`src/rtl/uart_pkg.sv`:
```
// Shared UART definitions: FSM state encoding and the default bit period.
// Used by both the transmit and receive directions.
package uart_pkg;

    // Two-bit FSM state; encodings are fixed so both directions agree.
    typedef logic [1:0] uart_state_t;

    localparam uart_state_t ST_IDLE  = 2'b00;
    localparam uart_state_t ST_START = 2'b01;
    localparam uart_state_t ST_DATA  = 2'b10;
    localparam uart_state_t ST_STOP  = 2'b11;

    // Enabled clock cycles per serial bit (e.g. 125 MHz / 115200 baud).
    localparam int unsigned CLKS_PER_BIT_DEFAULT = 1085;

endpackage

```
`src/rtl/uart_baud_tick.sv`:
```
// Bit-period counter. Counts enabled cycles while the FSM is running and
// raises bit_end on the last enabled cycle of each serial bit.
module uart_baud_tick
    import uart_pkg::*;
#(
    parameter int unsigned CLKS_PER_BIT = CLKS_PER_BIT_DEFAULT
) (
    input  logic clk,
    input  logic rst_n,
    input  logic en,
    input  logic run,
    output logic bit_end
);

    // Compare value held at full counter width so no legal period wraps.
    localparam logic [15:0] LAST = 16'(CLKS_PER_BIT - 1);

    logic [15:0] count;

    // Strobe only on an enabled edge, so a stalled enable never ends a bit.
    assign bit_end = en && run && (count == LAST);

    // Count enabled cycles within a bit; park at zero while idle.
    always_ff @(posedge clk or negedge rst_n) begin
        if (!rst_n) begin
            count <= 16'd0;
        end else if (en) begin
            if (!run || (count == LAST)) begin
                count <= 16'd0;
            end else begin
                count <= count + 16'd1;
            end
        end
    end

endmodule

```
`src/rtl/uart_transmitter.sv`:
```
// UART transmitter: 8N1, MSB first, one-byte holding register in front of
// the shift register so a second byte can follow with no idle gap.
//
// Write handshake: a byte is taken on an edge where txclken && wr_en &&
// ready; ready is simply "holding register empty". A write while ready is
// low is dropped, not stalled -- the writer must watch ready.
module uart_transmitter
    import uart_pkg::*;
#(
    parameter int unsigned CLKS_PER_BIT = CLKS_PER_BIT_DEFAULT
) (
    input  logic        txclk,
    input  logic        rst_n,
    input  logic        txclken,
    input  logic [7:0]  din,
    input  logic        wr_en,
    output logic        ready,
    output logic        busy,
    output logic        tx_done,
    output logic        tx,
    output uart_state_t fsm_state
);

    uart_state_t state;
    logic [7:0]  hold;
    logic        hold_valid;
    logic [7:0]  shift;
    logic [2:0]  bitpos;
    logic        tx_done_q;
    logic        bit_end;
    logic        write_accept;
    logic        frame_slot;
    logic        load;
    logic [7:0]  next_byte;

    uart_baud_tick #(
        .CLKS_PER_BIT(CLKS_PER_BIT)
    ) u_baud_tick (
        .clk    (txclk),
        .rst_n  (rst_n),
        .en     (txclken),
        .run    (state != ST_IDLE),
        .bit_end(bit_end)
    );

    assign write_accept = txclken && wr_en && !hold_valid;
    // The shifter can take a new byte when idle or as a stop bit finishes.
    assign frame_slot   = (state == ST_IDLE) || ((state == ST_STOP) && bit_end);
    assign load         = txclken && frame_slot && (hold_valid || write_accept);
    // A queued byte always goes first; din only bypasses an empty holder.
    assign next_byte    = hold_valid ? hold : din;

    assign ready     = !hold_valid;
    assign busy      = (state != ST_IDLE);
    assign tx_done   = tx_done_q && txclken;
    assign fsm_state = state;

    // Holding register: filled by accepted writes unless they go straight to the shifter.
    always_ff @(posedge txclk or negedge rst_n) begin
        if (!rst_n) begin
            hold       <= 8'd0;
            hold_valid <= 1'b0;
        end else if (load) begin
            hold_valid <= 1'b0;
        end else if (write_accept) begin
            hold       <= din;
            hold_valid <= 1'b1;
        end
    end

    // Frame sequencing: start bit, eight data bits MSB first, stop bit.
    always_ff @(posedge txclk or negedge rst_n) begin
        if (!rst_n) begin
            state  <= ST_IDLE;
            shift  <= 8'd0;
            bitpos <= 3'd0;
        end else if (txclken) begin
            case (state)
                ST_IDLE: begin
                    bitpos <= 3'd0;
                    if (load) begin
                        shift <= next_byte;
                        state <= ST_START;
                    end
                end
                ST_START: begin
                    if (bit_end) begin
                        state <= ST_DATA;
                    end
                end
                ST_DATA: begin
                    if (bit_end) begin
                        shift <= {shift[6:0], 1'b0};
                        if (bitpos == 3'd7) begin
                            bitpos <= 3'd0;
                            state  <= ST_STOP;
                        end else begin
                            bitpos <= bitpos + 3'd1;
                        end
                    end
                end
                ST_STOP: begin
                    if (bit_end) begin
                        if (load) begin
                            shift <= next_byte;
                            state <= ST_START;
                        end else begin
                            state <= ST_IDLE;
                        end
                    end
                end
                default: begin
                    state  <= ST_IDLE;
                    bitpos <= 3'd0;
                end
            endcase
        end
    end

    // Serial line registered from the current state, one enabled cycle behind it.
    always_ff @(posedge txclk or negedge rst_n) begin
        if (!rst_n) begin
            tx <= 1'b1;
        end else if (txclken) begin
            case (state)
                ST_START: tx <= 1'b0;
                ST_DATA:  tx <= shift[7];
                default:  tx <= 1'b1;
            endcase
        end
    end

    // Completion flag lines up with the final stop-bit cycle on tx.
    always_ff @(posedge txclk or negedge rst_n) begin
        if (!rst_n) begin
            tx_done_q <= 1'b0;
        end else if (txclken) begin
            tx_done_q <= bit_end && (state == ST_STOP);
        end
    end

endmodule

```
`config.mk`:
```
export PLATFORM = sky130hd
export DESIGN_NAME = uart_transmitter
export DESIGN_NICKNAME = d
export VERILOG_FILES = /design/src/rtl/uart_pkg.sv /design/src/rtl/uart_baud_tick.sv /design/src/rtl/uart_transmitter.sv
export SDC_FILE = /design/constraint.sdc
export NUM_CORES = 1
export LEC_CHECK = 0
export CAP_MARGIN = 25
export CORE_ASPECT_RATIO = 1.25
export CORE_MARGIN = 1.5
export CORE_UTILIZATION = 25
export DETAILED_ROUTE_END_ITERATION = 10
export MAX_ROUTING_LAYER = met4
export SYNTH_ARGS = -nofsm -noshare
export SYNTH_HDL_FRONTEND = slang
export SYNTH_SLANG_ARGS = --single-unit
```
`constraint.sdc`:
```
create_clock -name txclk -period 3.12 [get_ports txclk]
set_input_delay 0.312 -clock txclk [delete_from_list [all_inputs] [get_ports txclk]]
set_output_delay 0.312 -clock txclk [all_outputs]
set_load 0.05 [all_outputs]
```
### Word-level counts from Yosys, hierarchy flattened

Cells that the tools add are included.

| cells by class | value |
|---|---|
| multiplexer cells | 19 |
| reduce and logical (&&, ||, !) cells | 22 |
| bitwise logic cells | 1 |
| equal/unequal tests | 10 |
| $add $sub $neg | 2 |

Operators with widths:

| operator | number |
|---|---|
| $mux W8 | 4 |
| $pmux W8 S3 | 1 |
| $add A16 B1 Y16 const B | 1 |
| $eq A16 B11 Y1 const B | 1 |
| $mux W16 | 1 |
| $mux W2 | 5 |
| $ne A2 B2 Y1 const B | 5 |
| $logic_and A1 B1 Y1 | 8 |
| $pmux W2 S4 | 1 |
| $mux W3 | 2 |
| $pmux W3 S2 | 1 |
| $reduce_and A6 Y1 | 1 |
| $reduce_bool A2 Y1 | 3 |
| $eq A2 B2 Y1 const B | 2 |
| $reduce_and A4 Y1 | 1 |
| $add A3 B1 Y3 const B | 1 |
| $eq A3 B3 Y1 const B | 1 |
| $logic_or A1 B1 Y1 | 3 |
| $mux W1 | 3 |
| $reduce_and A3 Y1 | 1 |
| $reduce_bool A3 Y1 | 1 |
| $eq A2 B1 Y1 const B | 1 |
| $logic_not A1 Y1 | 2 |
| $logic_not A2 Y1 | 1 |
| other kinds (3) | 3 |

| word-level totals | value |
|---|---|
| register bits | 40 |
| input bits | 12 |
| output and inout port bits | 6 |
| logic and storage cells | 62 |

### Longest topological paths before layout

| depth | value |
|---|---|
| word-level depth | 10 |
| depth in mapped cells | 8 |
| gate-level depth less buffers | 7 |

### Cells and area by module

A second synthesis with hierarchy kept.

| second synthesis, totals | value |
|---|---|
| cell total of the unflattened synthesis | 237 |
| area total of the unflattened synthesis | 2314.7 um2 |

By module, submodules not included:

| module | instances | cells each | sequential area each (um2) | area an instance (um2) |
|---|---|---|---|---|
| uart_transmitter | 1 | 137 | 601.8 | 1418.9 |
| uart_baud_tick | 1 | 100 | 400.4 | 895.9 |

### Least setup slack after synthesis

No wires, ideal clock.

| timing | value |
|---|---|
| path type | register to register |
| from | register state[0], in the netlist fsm_state[0] |
| to | register hold[0] |
| period minus slack after synthesis | 2.610 ns |
| setup slack | 0.510 ns |
| cell stages (with the launch flop) | 7 |
| path buffers | 0 |
| library setup time | 0.125 ns |
| arrival | 2.485 ns |
| data required time | 2.995 ns |
| cell sequence | dfrtp_1 > inv_1 > ha_1 > inv_1 > nand4_1 > a31oi_1 > mux2_2 |

| between the ends | value |
|---|---|
| longest elaborated chain between the ends | 9 |
| elaborated cells between the ends (all ways) | 11 |
| classes of those cells | 1 x eq/ne; 1 x bitwise; 9 x reduce/logical |

Ends and longest elaborated chain:

| item | line | RTL |
|---|---|---|
| start, declared | uart_transmitter.sv:24 | `uart_state_t state;` |
| start signal, assigned | uart_transmitter.sv:74 | `state <= ST_IDLE;` |
| start signal, assigned | uart_transmitter.sv:83 | `state <= ST_START;` |
| start signal, assigned | uart_transmitter.sv:88 | `state <= ST_DATA;` |
| $reduce_bool A2 Y1 | n/a |  |
| via busy | uart_transmitter.sv:18 | `output logic busy,` |
| $logic_and A1 B1 Y1 (2 in series) | uart_baud_tick.sv:21 | `assign bit_end = en && run && (count == LAST);` |
| $logic_and A1 B1 Y1 | uart_transmitter.sv:48 | `assign frame_slot = (state == ST_IDLE) \|\| ((state == ST_STOP) && bit_end);` |
| $logic_or A1 B1 Y1 | uart_transmitter.sv:48 |  |
| $logic_and A1 B1 Y1 (2 in series) | uart_transmitter.sv:49 | `assign load = txclken && frame_slot && (hold_valid \|\| write_accept);` |
| $not A1 Y1 (no line) | n/a |  |
| $reduce_and A2 Y1 (no line) | n/a |  |
| end signal, assigned | uart_transmitter.sv:66 | `hold <= din;` |
| end, declared | uart_transmitter.sv:25 | `logic [7:0] hold;` |

The timed path passes the listed nets, and every way through them passes these cells.
A chain may end at the register's enable or synchronous reset.

### Worst setup path after layout

| timing | value |
|---|---|
| from | register state[0], in the netlist fsm_state[0] |
| to | output port busy |

| between the ends | value |
|---|---|
| longest elaborated chain between the ends | 1 |

Ends and longest elaborated chain:

| item | line | RTL |
|---|---|---|
| $reduce_bool A2 Y1 | uart_transmitter.sv:54 | `assign busy = (state != ST_IDLE);` |
| end, declared | uart_transmitter.sv:18 |  |

Every way passes these cells.

==> qor.csv <==
stage;metric;value;unit
status;result of the run;complete, no violations;
power_and_ir_drop;Clk network pwr share;37.2;%
yosys;cell area after technology mapping;0.00221;mm²
clock_network;buffer type at the clock tree root;clkbuf_8;
power_and_ir_drop;internal power of the cells;0.902;mW
floorplanning;width of the chip;87.2;µm
yosys;synthesized area divided by synthesized cell count;10.0;µm²
yosys;number of distinct library cells after synthesis;38;
place;post-DP HPWL;3.21;mm
yosys;count of synthesis-stage warnings from yosys;0;
route;length of the first detailed-routing pass in iterations;4;
yosys;synthesized flop and latch total;40;
clock_network;number of clock sinks;40;
sta;Period Utilization, post-route;83.7;%
sta;RSZ-0062 raised after global routing;false;
global_routing;Total Routing Usage GR;11.1;%
finish;final antenna diode count;0;
route;via count of the routed design;1708;
route;First DRT Iteration DRCs;106;
yosys;cells after synthesis;221;
sta;transition time of the tightest slew-check pin;0.621;ns
finish;post-layout utilization of the core;31.2;%
global_routing;M2 GR Usage;17.4;%
route;Remaining DRCs;0;
critical_path;crit path capture type;output port;
sta;hold violation count in the final report;0;
floorplanning;total number of placement rows;38;
power_and_ir_drop;largest voltage drop on the vdd net;192;µV
sta;maximum clock skew at final layout;0.00938;ns
critical_path;Critical Path Source Type;flop;
clock_network;H-tree levels;2;
critical_path;delay contributed by the slowest stage of the critical path;0.86;ns
finish;most frequent cells in the layout;dfrtp_1, nor2_1, nand3_1, o21ai_0, nand2_1;
yosys;proportion of register bits with asynchronous set or reset after synthesis;100;%
sta;summed negative setup slack over all endpoints;0;ns
power_and_ir_drop;static leakage;1.19;nW
flow_run;maximum capacitance violations;0;
clock_network;post-CTS setup repair buffer count;0;
route;Routed wire per std cell;12.5;µm
floorplanning;Starting Density;25.6;%
hold_path;hold crit path type;in -> async;
critical_path;slowest stage cell on the critical path;clkdlybuf4s50_1;
yosys;largest family of logic cells by synthesized area;simple AND/OR/NAND/NOR gates;
critical_path;Worst EP arrival;2.30;ns
power_and_ir_drop;overall power consumption;1.22;mW
sta;maximum achievable frequency;383;MHz
yosys;simple-gate area share of the yosys netlist;17.8;%
global_routing;largest net degree at the start of global routing;41;
yosys;share of synthesized area spent on multiplexers;14.5;%
route;number of routed nets with antenna violations;0;
place;port buffer count;17;
sta;number of pins with negative max-slew slack in the final report;0;
yosys;EDFF count, synth;0;
yosys;Post-Synth Adder-Cell Area;4.52;%
power_and_ir_drop;pwr/cell area;451;mW/mm²
yosys;part of the Yosys area used for sequential elements;45.3;%
global_routing;first-pass GRT wire length;8.00;mm
floorplanning;top-level port count;18;
yosys;parity-gate share of the synthesized area counting xor and xnor cells;3.56;%
finish;footprint of the multi-input gates;0.00113;mm²
global_routing;GRT busiest layer;met2;
critical_path;library cell appearing most often on the critical path;inv_1;
place;Final Wtd Congestion;0.850;
global_routing;met3 Use GR;2.67;%
sta;Tmin final;2.61;ns
power_and_ir_drop;switching share of power;25.9;%
floorplanning;core area;0.00865;mm²
floorplanning;die boundary height;108;µm
route;vias per cell;4.65;
floorplanning;Total Die Area;0.00943;mm²
global_routing;global routing usage on met1;14.2;%
clock_network;CTS buffer count;5;
route;final routed wirelength across all metal layers;4.61;mm
finish;synth-to-layout area growth;21.9;%
clock_network;clock slew seen by the registers of the worst setup and hold paths;0.09;ns
clock_network;cts hold-fix bufs;0;
yosys;synthesized-area fraction occupied by ao, oa, aoi and oai cells;10.8;%
global_routing;antenna violations before repair;0;
critical_path;Setup Crit Path Kind;reg -> out;
clock_network;PostCTS Resize Cnt;0;
yosys;predominant post-synthesis flop cell;dfrtp_1;
critical_path;required time worst endpoint;2.81;ns
yosys;Synth Net Count;241;
finish;layout cells sized above 1;15.4;%
global_routing;global-route congestion overflow total;0;
sta;final count of negative-setup-slack endpoints;0;
clock_network;clock buffer depth;2;
critical_path;Worst Path Max Fanout;11;
power_and_ir_drop;Flop pwr share;51.0;%
finish;fill count;921;
finish;Final nets;266;
global_routing;vias in the first global route;1685;
critical_path;ordered cell list for the critical path;inv_1 -> ha_1 -> inv_1 -> clkdlybuf4s50_1;
finish;Register Area;0.00100;mm²
clock_network;Clk Latency, worst-skew pair;0.29;ns
power_and_ir_drop;logic gate share of total power;11.8;%
clock_network;CTS tree;done;
finish;most common cell after layout, fill and taps aside;dfrtp_1;
power_and_ir_drop;net switching power;0.316;mW
sta;max_slew headroom;58.5;%
==> state kept, by name, indices dropped and copies added, names as in the netlist <==
signal             cells
hold                   8
tx                     1
tx_done_q              1
hold_valid             1
bitpos                 3
fsm_state              2
shift                  8
u_baud_tick.count     16
==> final timing paths <==
kind                                      startpoint                   end  slack, ns  cells after the start
min in group txclk                         tx_done_q             tx_done_q       0.48                      1
worst max-delay path                    fsm_state[0]                  busy       0.51                      4
worst min register to register             tx_done_q             tx_done_q       0.48                      1
worst min-delay path                           rst_n  u_baud_tick.count[5]       0.47                      2
max in group asynchronous                      rst_n                    tx       2.11                      3
worst max register to register  u_baud_tick.count[7]              shift[0]       0.57                      5
==> per-layer routing <==
layer / wire length [µm] / share of wire [%]
met4: 82 / 1.8
met2: 2250 / 49
met3: 167 / 3.6
met5: 0 / 0
met1: 2110 / 46
==> worst max-delay path: cells and delay by family, from the launching register on <==
family / cells / cell delay, ns
buf+inv: 3 / 1.22
flops: 1 / 0.45
fa+ha+maj: 1 / 0.34
==> stage by stage <==
stage / std cells / worst slack, ns / hold slack, ns / area, µm²
after floorplan: 221 / 0.510 / 0.0164 / 2210
after detailed placement: 356 / 0.583 / 0.468 / 2540
after global routing: 367 / 0.391 / 0.497 / 2700
after global placement: 356 / 0.581 / 0.462 / 2540
final: 367 / 0.509 / 0.472 / 2700
after CTS: 364 / 0.515 / 0.182 / 2660
==> power by group through the flow <==
stage                     Combinational (mW)  Sequential (mW)  Clock, mW
after global placement                 0.138            0.630          0
after detailed placement               0.142            0.630          0
after global routing                   0.168            0.630      0.487
after CTS                              0.142            0.621      0.468
after floorplan                       0.0902            0.619          0
final                                  0.143            0.621      0.453
==> kinds of logic after synthesis <==
group / Yosys count
multiplexers: 27
AND/OR/NAND/NOR: 79
AO/OA/AOI/OAI: 39
buffers and inverters: 19
flip-flops: 40
adder cells (fa/ha/maj): 8
XOR/XNOR: 9
==> final cells by class <==
| class | count | share of cell area [%] |
|---|---|---|
| clock inverter | 2 | 1.44 |
| timing repair buffer | 27 | 9.46 |
| sequential | 40 | 37.1 |
| clock buffer | 6 | 3.06 |
| tap | 120 | 5.56 |
| inverter | 10 | 1.39 |
| multi-input combinational | 162 | 42.0 |
==> synth_stat cells, drive strengths merged (2+ instances only) <==
library cell / number / area share [%]
and2: 2 / 0.57
mux2i: 10 / 4.5
clkbuf: 7 / 1.2
nand2: 17 / 2.9
nand3: 19 / 4.3
o2bb2ai: 2 / 0.79
a21oi: 6 / 1.4
xnor2: 5 / 2.0
o31ai: 2 / 0.68
dfrtp: 39 / 44
or4: 2 / 0.85
nor4: 2 / 1.2
xor2: 4 / 1.6
nand4: 4 / 1.1
mux2: 17 / 10
nor2: 22 / 3.7
a21o: 2 / 0.68
o211ai: 3 / 1.0
and3: 2 / 0.57
o21ai: 19 / 4.3
nor2b: 3 / 0.85
nor3: 3 / 0.68
ha: 8 / 4.5
buf: 2 / 0.68
inv: 10 / 1.7
(Power assumes the default switching activity.)
